--- config.mk ---
export PLATFORM = sky130hd
export DESIGN_NAME = offchip_sram_arbiter
export DESIGN_NICKNAME = d
export VERILOG_FILES = /design/src/rtl/offchip_sram_pkg.sv /design/src/rtl/offchip_sram_arbiter_rr.sv /design/src/rtl/offchip_sram_arbiter.sv
export SDC_FILE = /design/constraint.sdc
export NUM_CORES = 1
export LEC_CHECK = 0
export ABC_AREA = 1
export ABC_CLOCK_PERIOD_IN_PS = 1500
export CAP_MARGIN = 20
export CORE_UTILIZATION = 44
export CTS_BUF_LIST = sky130_fd_sc_hd__clkbuf_4 sky130_fd_sc_hd__clkbuf_8
export CTS_CLUSTER_DIAMETER = 60
export DETAILED_ROUTE_END_ITERATION = 6
export PLACE_DENSITY = 0.83
export SYNTH_ARGS = -nofsm -noshare
export SYNTH_HDL_FRONTEND = slang
export SYNTH_SLANG_ARGS = --single-unit
--- constraint.sdc ---
create_clock -name clk2 -period 1.5 [get_ports clk2]
set_input_delay 0.3 -clock clk2 [delete_from_list [all_inputs] [get_ports clk2]]
set_output_delay 0.3 -clock clk2 [all_outputs]
set_load 0.03 [all_outputs]
--- src/rtl/offchip_sram_pkg.sv ---
// Shared types and default widths for the off-chip SRAM arbiter.
package offchip_sram_pkg;

  localparam int SRAM_ADDR_W = 17;
  localparam int SRAM_DATA_W = 16;

  typedef logic [3:0] sram_cnt_t;

  typedef enum logic [1:0] {
    IDLE   = 2'd0,
    ACCESS = 2'd1,
    DONE   = 2'd2
  } sram_arb_state_t;

  typedef struct packed {
    logic                   write;
    logic [SRAM_ADDR_W-1:0] addr;
    logic [SRAM_DATA_W-1:0] wdata;
  } sram_req_t;

endpackage

--- src/rtl/offchip_sram_arbiter_rr.sv ---
// Two-way round-robin grant: a lone request wins, a tie goes to the side not granted last.
module rr_arbiter2 (
  input  logic [1:0] req_i,
  input  logic       last_grant_i,
  output logic [1:0] gnt_o
);

  // One-hot grant selection
  always_comb begin
    gnt_o = 2'b00;
    case (req_i)
      2'b01:   gnt_o = 2'b01;
      2'b10:   gnt_o = 2'b10;
      2'b11:   gnt_o = last_grant_i ? 2'b01 : 2'b10;
      default: gnt_o = 2'b00;
    endcase
  end

endmodule

--- src/rtl/offchip_sram_arbiter.sv ---
// Shares the single off-chip SRAM port between two requesters: grant, fixed-width
// strobe window, read-data capture, one-cycle done pulse.
module offchip_sram_arbiter
  import offchip_sram_pkg::*;
#(
  parameter int ADDR_W        = SRAM_ADDR_W,
  parameter int DATA_W        = SRAM_DATA_W,
  parameter int ACCESS_CYCLES = 2
) (
  input  logic              clk2,
  input  logic              NReset,
  input  logic              r0_req,
  input  logic              r0_write,
  input  logic [ADDR_W-1:0] r0_addr,
  input  logic [DATA_W-1:0] r0_wdata,
  output logic [DATA_W-1:0] r0_rdata,
  output logic              r0_done,
  input  logic              r1_req,
  input  logic              r1_write,
  input  logic [ADDR_W-1:0] r1_addr,
  input  logic [DATA_W-1:0] r1_wdata,
  output logic [DATA_W-1:0] r1_rdata,
  output logic              r1_done,
  output logic [ADDR_W-1:0] OFAdd,
  output logic              OFRead,
  output logic              OFWrite,
  output logic [DATA_W-1:0] OFDataout,
  input  logic [DATA_W-1:0] OFDatain
);

  localparam sram_cnt_t CNT_INIT = sram_cnt_t'(ACCESS_CYCLES - 1);

  sram_arb_state_t   state_q, state_d;
  logic              last_grant_q, last_grant_d;
  logic              gnt_id_q, gnt_id_d;
  sram_cnt_t         count_q, count_d;
  logic [ADDR_W-1:0] of_add_q, of_add_d;
  logic [DATA_W-1:0] of_dout_q, of_dout_d;
  logic              of_rd_q, of_rd_d;
  logic              of_wr_q, of_wr_d;
  logic              done0_q, done0_d;
  logic              done1_q, done1_d;
  logic [DATA_W-1:0] rdata0_q, rdata0_d;
  logic [DATA_W-1:0] rdata1_q, rdata1_d;
  logic [1:0]        gnt_s;
  sram_req_t         sel_s;

  rr_arbiter2 u_rr (
    .req_i        ({r1_req, r0_req}),
    .last_grant_i (last_grant_q),
    .gnt_o        (gnt_s)
  );

  // Request fields of whichever side the arbiter picks this cycle
  always_comb begin
    if (gnt_s[1]) begin
      sel_s.write = r1_write;
      sel_s.addr  = SRAM_ADDR_W'(r1_addr);
      sel_s.wdata = SRAM_DATA_W'(r1_wdata);
    end else begin
      sel_s.write = r0_write;
      sel_s.addr  = SRAM_ADDR_W'(r0_addr);
      sel_s.wdata = SRAM_DATA_W'(r0_wdata);
    end
  end

  // Next-state and datapath update
  always_comb begin
    state_d      = state_q;
    last_grant_d = last_grant_q;
    gnt_id_d     = gnt_id_q;
    count_d      = count_q;
    of_add_d     = of_add_q;
    of_dout_d    = of_dout_q;
    of_rd_d      = of_rd_q;
    of_wr_d      = of_wr_q;
    done0_d      = 1'b0;
    done1_d      = 1'b0;
    rdata0_d     = rdata0_q;
    rdata1_d     = rdata1_q;
    case (state_q)
      IDLE: begin
        if (gnt_s != 2'b00) begin
          state_d      = ACCESS;
          gnt_id_d     = gnt_s[1];
          last_grant_d = gnt_s[1];
          count_d      = CNT_INIT;
          of_add_d     = ADDR_W'(sel_s.addr);
          of_dout_d    = DATA_W'(sel_s.wdata);
          of_rd_d      = ~sel_s.write;
          of_wr_d      = sel_s.write;
        end else begin
          state_d = IDLE;
        end
      end
      ACCESS: begin
        if (count_q == 4'd0) begin
          state_d = DONE;
          of_rd_d = 1'b0;
          of_wr_d = 1'b0;
          done0_d = ~gnt_id_q;
          done1_d = gnt_id_q;
          // Address is still driven on this edge, so OFDatain belongs to this access
          if (of_rd_q && gnt_id_q) begin
            rdata1_d = OFDatain;
          end else if (of_rd_q) begin
            rdata0_d = OFDatain;
          end else begin
            rdata0_d = rdata0_q;
          end
        end else begin
          count_d = count_q - 4'd1;
        end
      end
      DONE: begin
        state_d   = IDLE;
        of_add_d  = '0;
        of_dout_d = '0;
      end
      default: begin
        state_d   = IDLE;
        of_add_d  = '0;
        of_dout_d = '0;
        of_rd_d   = 1'b0;
        of_wr_d   = 1'b0;
      end
    endcase
  end

  // State and output registers
  always_ff @(posedge clk2 or negedge NReset) begin
    if (!NReset) begin
      state_q      <= IDLE;
      last_grant_q <= 1'b1;
      gnt_id_q     <= 1'b0;
      count_q      <= 4'd0;
      of_add_q     <= '0;
      of_dout_q    <= '0;
      of_rd_q      <= 1'b0;
      of_wr_q      <= 1'b0;
      done0_q      <= 1'b0;
      done1_q      <= 1'b0;
      rdata0_q     <= '0;
      rdata1_q     <= '0;
    end else begin
      state_q      <= state_d;
      last_grant_q <= last_grant_d;
      gnt_id_q     <= gnt_id_d;
      count_q      <= count_d;
      of_add_q     <= of_add_d;
      of_dout_q    <= of_dout_d;
      of_rd_q      <= of_rd_d;
      of_wr_q      <= of_wr_d;
      done0_q      <= done0_d;
      done1_q      <= done1_d;
      rdata0_q     <= rdata0_d;
      rdata1_q     <= rdata1_d;
    end
  end

  assign OFAdd     = of_add_q;
  assign OFDataout = of_dout_q;
  assign OFRead    = of_rd_q;
  assign OFWrite   = of_wr_q;
  assign r0_done   = done0_q;
  assign r1_done   = done1_q;
  assign r0_rdata  = rdata0_q;
  assign r1_rdata  = rdata1_q;

endmodule

==> out/qor.yml <==
run_status: "completed"
slew_violations: 0
dpl-instance-area_um2: 5340
critical_path.n_buffers_inverters: 1
layout_commonest_cell: "sky130_fd_sc_hd__inv_1"
cts_tree: "yes"
area_growth_pct: 54.4
die_height_um: 93.3
port_buffers: 156
antenna_found_initial: 0
worstPathArrival_ps: 1150
clkLatencyLatePin_ps: 340
worst_hold_path_type: "input pin to flip-flop"
slew_headroom_pct: 72.4
detail-route-antenna-nets: 0
mappedNetlistArea_um2: 3670
detail_route.first_pass.iterations: 4
layoutNonFillerInstCount: 683
clkSinkCount: 77
grt_pass1_wl_um: 15600
clock_tree.root_cell: "sky130_fd_sc_hd__clkbuf_8"
globalRouteOverflowTotal: 0
final_area_um2: 5670
timing.final.setup_violations: 0
report.power.total_w: 0.0116
cp-start-kind: "flip-flop"
dieArea_um2: 8710
detail_route.wl_per_cell_um: 15.0
max_cap_viol_count: 0
synthAdderAreaFrac_pct: 0.682
synth_fp_nets: 499
antennaDiodeCount: 0
setup_total_negative_slack_ps: 0
num_vias: 3333
synth_compound_gate_area_share_pct: 20.2
critical-path-top-delay-family: "buffers and inverters"
route.detailed.drc: 0
yosys.area_share.simple_pct: 12.5
syn_inst: 409
worstPathCellList: "dlygate4sd2_1"
dieWidth_um: 93.3
postLayoutCoreUtil_pct: 71.8
ys_warn_count: 0
synth-seq-cells: 77
comb_power_share_pct: 52.7
final_net_count: 666
gp_congestion: 0.772
mostFrequentLayoutCells: "92 x sky130_fd_sc_hd__inv_1, 85 x sky130_fd_sc_hd__clkdlybuf4s50_1, 84 x sky130_fd_sc_hd__nand2_1, 76 x sky130_fd_sc_hd__dfrtp_1, 69 x sky130_fd_sc_hd__dlygate4sd2_1"
report.final.hold_viol_count: 0
place.detailed.hpwl_um: 6770
required_ps: 1200
worst_clock_skew_ps: 11.5
p_leak_nw: 2.90
placed_cells_incl_taps: 659
post_cts_clock_slew_at_the_launch_and_capture_registers_of_the_worst_setup_and_hold_paths_ps: 90
p_sw_w: 0.00525
fmaxAchievable_mhz: 688
power-per-cell-area_nw_per_um2: 2050
period_needed_ps: 1450
cts-htree-levels: 3
grt_pass1_vias: 3271
internal-power_w: 0.00638
starting_density_of_the_core_pct: 46.5
io_pins: 157
yosys-mux-area-fraction_pct: 0
synth_top_family_by_area: "compound AO/OA/AOI/OAI gates"
sequential_cell_fraction_of_total_power_pct: 31.0
vdd_drop_max_mv: 1.18
p_sw_share_pct: 45.1
setup.worst_path.class: "flip-flop to primary output"
placeableCoreArea_um2: 7890
drt-vias-per-instance: 4.88
power.clock.fraction_pct: 16.3
period_share_pct: 96.9
synth_seq_area_share_pct: 52.5
slowest_stage: "sky130_fd_sc_hd__dlygate4sd2_1"
largest_buffer_count_on_any_clock_path: 2
critical_path.max_fanout: 2
yosys.area_share.xor_xnor_pct: 0
avgSynthCellArea_um2: 8.97
netlist-cell-type-count: 26
finalWirelength_um: 10200
rows: 32
setup.worst_path.end_class: "primary output"
worst-slew-pin-transition_ps: 414
grt_start_max_net_pins: 78
cts-buffers-inserted: 9
global_route.usage.total_pct: 23.0
drt_first_iter_violations: 81
critical-path-max-stage-delay_ps: 450
drive_gt1_share_pct: 12.6
==> flip-flops by register name, summed over array words and instances (netlist names), 2 cells and up <==
name	flops
state_q	2
OFAdd	17
r1_rdata	16
r0_rdata	16
OFDataout	16
count_q	4
==> cell usage after synthesis <==
cell,n,area share [%]
sky130_fd_sc_hd__inv_1,92,9.4
sky130_fd_sc_hd__nand2_1,85,8.7
sky130_fd_sc_hd__dfrtp_1,76,52
sky130_fd_sc_hd__o21ai_0,38,5.2
sky130_fd_sc_hd__o21ai_1,29,4.0
sky130_fd_sc_hd__o211ai_2,18,6.1
sky130_fd_sc_hd__o211ai_1,15,3.1
sky130_fd_sc_hd__nor2_1,11,1.1
sky130_fd_sc_hd__buf_6,10,3.1
sky130_fd_sc_hd__o21ai_2,6,1.4
sky130_fd_sc_hd__buf_2,4,0.55
sky130_fd_sc_hd__nand2_2,4,0.68
sky130_fd_sc_hd__buf_4,3,0.61
sky130_fd_sc_hd__a21oi_1,2,0.27
sky130_fd_sc_hd__ha_1,2,0.68
sky130_fd_sc_hd__inv_2,2,0.20
sky130_fd_sc_hd__nand3_1,2,0.27
sky130_fd_sc_hd__nor2_4,2,0.61
sky130_fd_sc_hd__clkbuf_1,1,0.10
sky130_fd_sc_hd__clkbuf_2,1,0.14
sky130_fd_sc_hd__dfstp_2,1,0.72
sky130_fd_sc_hd__nand3b_1,1,0.20
sky130_fd_sc_hd__nand4_1,1,0.17
sky130_fd_sc_hd__nor2_2,1,0.17
sky130_fd_sc_hd__nor2_8,1,0.55
sky130_fd_sc_hd__o22ai_1,1,0.17
==> worst paths after layout <==
path | startpoint | endpoint | slack [ps] | depth (start not counted)
setup / recovery | OFAdd[15] | OFAdd[15] | 50 | 1
hold / removal | r0_req | last_grant_q | 420 | 4
setup reg to reg | count_q[0] | r0_rdata[1] | 80 | 7
hold reg to reg | last_grant_q | last_grant_q | 470 | 2
max in group asynchronous | NReset | last_grant_q | 640 | 3
min in group asynchronous | NReset | OFAdd[8] | 510 | 3
==> per-layer routing <==
metal | global-route usage [%] | wire length (µm) | vias to the layer above
met2 | 38.9 | 4960 | 139
li1 | - | - | 1621
met5 | 0 | 0 | -
met1 | 28.2 | 4260 | 1563
met4 | 7.31 | 104 | 0
met3 | 6.59 | 905 | 10
==> cell type report <==
| cell class | instances | area (µm²) |
|---|---|---|
| sequential | 77 | 1930 |
| tap | 102 | 128 |
| clock inverter | 7 | 124 |
| clock buffer | 9 | 124 |
| fill | 617 | 2220 |
| multi-input combinational | 220 | 1260 |
| timing repair buffer | 174 | 1750 |
| inverter | 94 | 353 |
==> power groups by stage <==
stage / sequential (W) / combinational, W / clock (W)
finish: 0.00361 / 0.00614 / 0.00190
global route: 0.00372 / 0.00661 / 0.00203
CTS: 0.00360 / 0.00598 / 0.00193
detailed placement: 0.00366 / 0.00639 / 0
global placement: 0.00361 / 0.00623 / 0
floorplan: 0.00532 / 0.00204 / 0
==> through the flow <==
| stage | hold WS [ps] | setup WS, ps |
|---|---|---|
| 6_report | 415 | 46.8 |
| 3_5_place_dp | 358 | -443 |
| 4_1_cts | 470 | 44.0 |
| 2_1_floorplan | 4.41 | 155 |
| 3_3_place_gp | 349 | -330 |
| 5_1_grt | 458 | -3.54 |
==> repair_timing <==
item	in CTS	in global routing
buffers inserted	2	2
hold buffers	1	0
endpoints found under the hold margin	73	0
cloned	1	2
pin swaps	2	2
endpoints found under the setup margin	103	50
resized for setup	69	9
==> cells by family (layout without fill, tap and decap cells) <==
| kind of cell | Yosys count | count (layout) |
|---|---|---|
| buf+inv | 113 | 284 |
| compound gates | 109 | 109 |
| simple gates | 108 | 109 |
| flops | 77 | 77 |
| fa+ha+maj | 2 | 2 |
Power figures use the tool's default switching activity.
